[src/rtl/vector_mem_stage.sv]
// vector_mem_stage: MEM stage of the vector pipeline.
// Serialises 8-lane unit-stride vector loads/stores onto a single-port data memory that
// moves one N-bit word per cycle, stalling upstream while the access is in flight.
// Non-memory instructions pass straight through to the MEM/WB register with no latency.
//
// Ports:
//   clk, reset          clock (rising edge), asynchronous active-low reset
//   MemRead, MemWrite   vector load / store request (MemWrite wins if both set)
//   RegWrite, WA3       register write enable and destination vector register
//   Addr                base word address of the vector
//   WD, ALUOut          store data and ALU result, 8 lanes of N bits
//   mem_*               single-port data memory; mem_rdata valid one cycle after a read
//   stall               hold EX/MEM and upstream stages
//   RDW..cargar_wb      inputs of the MEM/WB register; cargar_wb = 1 loads it this cycle
module vector_mem_stage #(
  parameter int unsigned N  = 20,
  parameter int unsigned AW = 10
) (
  input  logic                clk,
  input  logic                reset,
  input  logic                MemRead,
  input  logic                MemWrite,
  input  logic                RegWrite,
  input  logic [3:0]          WA3,
  input  logic [AW-1:0]       Addr,
  input  logic [7:0][N-1:0]   WD,
  input  logic [7:0][N-1:0]   ALUOut,
  input  logic [N-1:0]        mem_rdata,
  output logic                mem_req,
  output logic                mem_we,
  output logic [AW-1:0]       mem_addr,
  output logic [N-1:0]        mem_wdata,
  output logic                stall,
  output logic [7:0][N-1:0]   RDW,
  output logic [7:0][N-1:0]   ALUOutW,
  output logic [3:0]          WA3W,
  output logic                RegWriteW,
  output logic                MemtoRegW,
  output logic                cargar_wb
);

  typedef enum logic [1:0] {StIdle, StIssue, StCapture, StDone} state_e;

  state_e              state_q, state_d;
  logic [2:0]          cnt_q, cnt_d;
  logic [7:0][N-1:0]   buf_q, buf_d;
  logic [7:0][N-1:0]   wd_q, wd_d;
  logic [7:0][N-1:0]   alu_q, alu_d;
  logic [AW-1:0]       addr_q, addr_d;
  logic [3:0]          wa3_q, wa3_d;
  logic                rw_q, rw_d;
  logic                is_load_q, is_load_d;

  always_ff @(posedge clk or negedge reset) begin
    if (!reset) begin
      state_q   <= StIdle;
      cnt_q     <= '0;
      buf_q     <= '0;
      wd_q      <= '0;
      alu_q     <= '0;
      addr_q    <= '0;
      wa3_q     <= '0;
      rw_q      <= 1'b0;
      is_load_q <= 1'b0;
    end else begin
      state_q   <= state_d;
      cnt_q     <= cnt_d;
      buf_q     <= buf_d;
      wd_q      <= wd_d;
      alu_q     <= alu_d;
      addr_q    <= addr_d;
      wa3_q     <= wa3_d;
      rw_q      <= rw_d;
      is_load_q <= is_load_d;
    end
  end

  always_comb begin
    state_d   = state_q;
    cnt_d     = cnt_q;
    buf_d     = buf_q;
    wd_d      = wd_q;
    alu_d     = alu_q;
    addr_d    = addr_q;
    wa3_d     = wa3_q;
    rw_d      = rw_q;
    is_load_d = is_load_q;

    mem_req   = 1'b0;
    mem_we    = 1'b0;
    mem_addr  = '0;
    mem_wdata = '0;
    stall     = 1'b0;
    RDW       = '0;
    ALUOutW   = '0;
    WA3W      = '0;
    RegWriteW = 1'b0;
    MemtoRegW = 1'b0;
    cargar_wb = 1'b0;

    unique case (state_q)
      StIdle: begin
        if (MemRead || MemWrite) begin
          // Cycle 0: latch the instruction and issue lane 0 directly from the inputs.
          wd_d      = WD;
          alu_d     = ALUOut;
          addr_d    = Addr;
          wa3_d     = WA3;
          rw_d      = RegWrite;
          is_load_d = !MemWrite;
          cnt_d     = 3'd1;
          state_d   = StIssue;
          mem_req   = 1'b1;
          mem_we    = MemWrite;
          mem_addr  = Addr;
          mem_wdata = MemWrite ? WD[0] : '0;
          stall     = 1'b1;
        end else begin
          ALUOutW   = ALUOut;
          WA3W      = WA3;
          RegWriteW = RegWrite;
          cargar_wb = 1'b1;
        end
      end
      StIssue: begin
        mem_req  = 1'b1;
        // Address arithmetic truncates to AW bits, so the vector wraps at the top of memory.
        mem_addr = addr_q + AW'(cnt_q);
        stall    = 1'b1;
        if (is_load_q) begin
          // Read data lags its request by one cycle, so lane k-1 arrives while lane k issues.
          buf_d[cnt_q - 3'd1] = mem_rdata;
        end else begin
          mem_we    = 1'b1;
          mem_wdata = wd_q[cnt_q];
        end
        if (cnt_q == 3'd7) begin
          cnt_d   = '0;
          state_d = is_load_q ? StCapture : StDone;
        end else begin
          cnt_d = cnt_q + 3'd1;
        end
      end
      StCapture: begin
        buf_d[7] = mem_rdata;
        stall    = 1'b1;
        state_d  = StDone;
      end
      StDone: begin
        RDW       = is_load_q ? buf_q : '0;
        ALUOutW   = alu_q;
        WA3W      = wa3_q;
        RegWriteW = rw_q;
        MemtoRegW = is_load_q;
        cargar_wb = 1'b1;
        state_d   = StIdle;
      end
      default: state_d = StIdle;
    endcase

    // Idle outputs depend on live inputs, so they must be forced quiet while reset is held.
    if (!reset) begin
      mem_req   = 1'b0;
      mem_we    = 1'b0;
      mem_addr  = '0;
      mem_wdata = '0;
      stall     = 1'b0;
      RDW       = '0;
      ALUOutW   = '0;
      WA3W      = '0;
      RegWriteW = 1'b0;
      MemtoRegW = 1'b0;
      cargar_wb = 1'b0;
    end
  end

endmodule

[config.mk]
export PLATFORM = sky130hd
export DESIGN_NAME = vector_mem_stage
export DESIGN_NICKNAME = d
export VERILOG_FILES = /design/src/rtl/vector_mem_stage.sv
export SDC_FILE = /design/constraint.sdc
export NUM_CORES = 1
export LEC_CHECK = 0
export BUFFER_PORTS_ARGS = -buffer_cell sky130_fd_sc_hd__buf_2
export CORE_AREA = 2 2 277 279
export CTS_CLUSTER_DIAMETER = 120
export DETAILED_ROUTE_END_ITERATION = 8
export DIE_AREA = 0 0 279 281
export GPL_ROUTABILITY_DRIVEN = 1
export GPL_TIMING_DRIVEN = 0
export PLACE_DENSITY_LB_ADDON = 0.25
export SLEW_MARGIN = 20
export SYNTH_ARGS = -nofsm -noshare
export SYNTH_HDL_FRONTEND = slang
export SYNTH_SLANG_ARGS = --single-unit
[constraint.sdc]
create_clock -name clk -period 3.46 [get_ports clk]
set_input_delay 0.692 -clock clk [delete_from_list [all_inputs] [get_ports clk]]
set_output_delay 0.692 -clock clk [all_outputs]
set_load 0.02 [all_outputs]
==> key figures <==
Worst setup path
  • Crit end category: output port
  • CP required: between 2 and 3 ns
  • Crit path DAT: 2.72 ns
  • Startpoint types: register
  • Max FO, Critical Path: 10
  • Setup CP Type: register to output port
  • Register-to-Register Path Depth: 8
  • Setup slack, reg-to-reg: between 0.7 and 0.8 ns
  • Worst reg2reg path startpoint: state_q[0]
  • Reg2Reg Capture Point: wd_q[141]

Yosys
  • Post-synth net total: 2973
  • Post-synthesis simple-gate area fraction: 0.240
  • Synthesized area: approximately 0.024 mm2
  • Area share of fa/ha/maj cells after synthesis: 0.00609
  • Mux contribution to synthesized area: 0.103
  • Seq/Total Area, Yosys: 0.526
  • Post-synthesis cell type count: between 40 and 50
  • Main combinational cell family by area after synthesis: simple AND/OR/NAND/NOR gates
  • Compound-gate portion of the synthesized area: 0.0858
  • Xor/xnor share of the synthesized area: 0.00252
  • Predominant post-synthesis flop cell: dfrtp_1
  • Synthesized area per cell: just over 9 um2
  • Post-synthesis cell count: 2603
  • Ys Warns: 0
  • Asr flop ratio synth: 1.00
  • Yosys reg bits: 501
  • Post-synth EDFFs: 0

Placement
  • Pre-CTS setup slack: -1.63 ns
  • Gpl congestion: between 0.9 and 1
  • IO buf count: roughly 720
  • Detailed Place HPWL: around 75000 um

Finish
  • Commonest non-fill, non-tap cell in the layout: nand2_1
  • Share of cells above drive strength 1: 0.343
  • Nets: roughly 3800
  • Commonest non-fill, non-tap cells in the layout: nand2_1 (1031), buf_2 (740), dfrtp_1 (500)
  • Register area: 0.0125 mm2
  • Fill count: 7699
  • Final core utilization: 0.420
  • Area grow syn2layout: 32.9%
  • Area of the multi-input gates: roughly 0.011 mm2

Global routing
  • Total global routing overflow: 0
  • Largest net degree at the start of global routing: 96
  • Initial antenna violation count: 36
  • GRT Total Usage: 0.243
  • First-pass GRT wire length: around 140000 um
  • Number of global-route vias before repair: between 20000 and 25000

Floorplanning
  • Die Ht: ~280 um
  • Core Area: approximately 0.075 mm2
  • Num rows: roughly 100
  • Initial cell density of the core: 0.316
  • Num ports: just over 700
  • Die area: 0.0784 mm2
  • Die W: 279 um

Route
  • DR vias: 21900
  • First-pass iteration count of the detailed router: 7
  • Post-DR wirelength/cell: ~22 um
  • Routed Antenna Nets: 0
  • Total wire length: about 98000 um
  • DRC violations left: 0
  • DRT iter0 DRCs: ~1500
  • Vias/cell: between 4 and 5

Pwr
  • Total Power Consumption: 28.2 mW
  • Worst ir drop on vdd: 0.442 mV
  • Pwr Density: slightly below 900 mW/mm2
  • Leak: ~17 nW

Clocking
  • H-tree levels: 2
  • Register clock-pin slew on the reported worst setup and hold paths: 0.06 ns
  • Clock Tree Root: clkbuf_16
  • Total CTS buffers: 58
  • CTS tree: yes
  • Clock sink count: approximately 500
  • Worst skew pair latency: 0.62 ns
  • Bufs on Longest Clock Path: 3

STA
  • Tightest Pin Transition: ~0.99 ns
  • Crit path time final: around 3.4 ns
  • RSZ-0062 raised after global routing: true
  • Max transition margin: 0.339
  • Clk_skew: about 0.024 ns
  • Final Hold Fails: 44
  • Pins over their slew limit: 0
  • Final period util: 0.985
  • Final WS setup: a little over 0.05 ns
  • Count of final setup violators: 0
  • Maximum achievable frequency: 293 MHz
  • Hold_ws: -0.0519 ns

Min path
  • Worst Hold Class: input port to asynchronous set/reset pin

Run status
  • Failing checks: negative hold slack
  • Status: finished with violations

Job
  • Max-cap viol count: 0
==> flip-flops by register name, summed over array words and instances, names as in the netlist <==
signal,flops
buf_q,160
addr_q,10
alu_q,160
rw_q,1
wa3_q,4
state_q,2
cnt_q,3
is_load_q,1
wd_q,160
==> timing repair <==
item,4_1_cts,5_1_grt
setup buffers,10,4
resized for setup,148,103
pin swaps,16,19
gates cloned,3,1
endpoints found under the hold margin,44,44
setup endpoints to repair,389,198
==> worst max path at each step <==
stage / from / endpoint / slack, ns / cells after the start
2_1_floorplan: cnt_q[1] / mem_addr[6] / 0.59 / 7
3_3_place_gp: reset / mem_wdata[19] / -10.22 / 6
3_5_place_dp: reset / mem_wdata[19] / -1.63 / 8
4_1_cts: state_q[0] / RDW[115] / -0.04 / 7
5_1_grt: state_q[0] / RDW[98] / -0.06 / 7
6_report: state_q[0] / ALUOutW[109] / 0.05 / 10
==> kinds of logic (layout without fill, tap and decap cells) <==
kind of cell / count (synthesis) / in the layout
AO/OA/AOI/OAI: 281 / 281
XOR/XNOR: 6 / 6
adder cells (fa/ha/maj): 11 / 11
buffers and inverters: 203 / 1049
flip-flops: 501 / 501
multiplexers: 202 / 202
other: 0 / 18
AND/OR/NAND/NOR: 1399 / 1399
==> power by group <==
group | internal (mW) | switching, mW | total, mW
clock | 3.68 | 2.62 | 6.31
combinational | 4.46 | 7.31 | 11.8
sequential | 8.62 | 1.46 | 10.1
total | 16.8 | 11.4 | 28.2
==> cell type report <==
type,count,share of cell area
multi-input combinational,1899,0.336
tap,978,0.0386
antenna,18,0.00142
buffer,190,0.0351
clock buffer,82,0.0531
inverter,9,0.00107
clock inverter,26,0.00841
timing repair buffer,742,0.130
sequential,501,0.396
==> critical path: stages, from the launching register on <==
cell and delay [ns]:
dfrtp_1 0.42, inv_2 0.12, ha_4 0.15, buf_6 0.10, nor3b_4 0.27, buf_12 0.18
buf_12 0.14, buf_12 0.14, a22oi_1 0.09, nor2_2 0.30, buf_6 0.17
==> metrics by stage <==
step	TNS (ns)	hold slack, ns	instance area (um2)	cells
after CTS	-0.108	-0.0823	31400	4422
after global placement	-7949.56	0.454	28700	4299
final	0	-0.0519	31700	4445
after floorplan	0	0.396	23800	2603
after global routing	-0.749	-0.0574	31700	4438
after detailed placement	-197.87	0.459	28800	4305
==> per-layer routing <==
layer / GRT usage / vias to the layer above / share of wire
met3: 0.0512 / 181 / 0.063
met2: 0.401 / 741 / 0.48
met5: 0 / - / 0.0019
met1: 0.320 / 10800 / 0.43
met4: 0.0722 / 30 / 0.027
li1: - / 10200 / -
==> cell usage after synthesis (3+ instances only) <==
cell type	count	area share
nand2_1	1031	0.16
dfrtp_1	501	0.53
a22oi_1	187	0.059
nor2_1	175	0.028
and2_1	161	0.042
mux2_2	142	0.067
clkbuf_1	119	0.019
buf_2	62	0.013
mux2i_1	40	0.017
a21oi_1	30	0.0063
o211ai_1	23	0.0072
a22o_1	20	0.0073
mux4_2	20	0.019
ha_1	10	0.0052
inv_1	9	0.0014
nand3_1	9	0.0019
nor3_1	7	0.0015
o21ai_0	7	0.0015
buf_1	6	0.00094
buf_4	5	0.0016
nor2b_1	5	0.0013
o22ai_1	3	0.00079
xnor2_1	3	0.0011
Power figures use the tool's default switching activity.
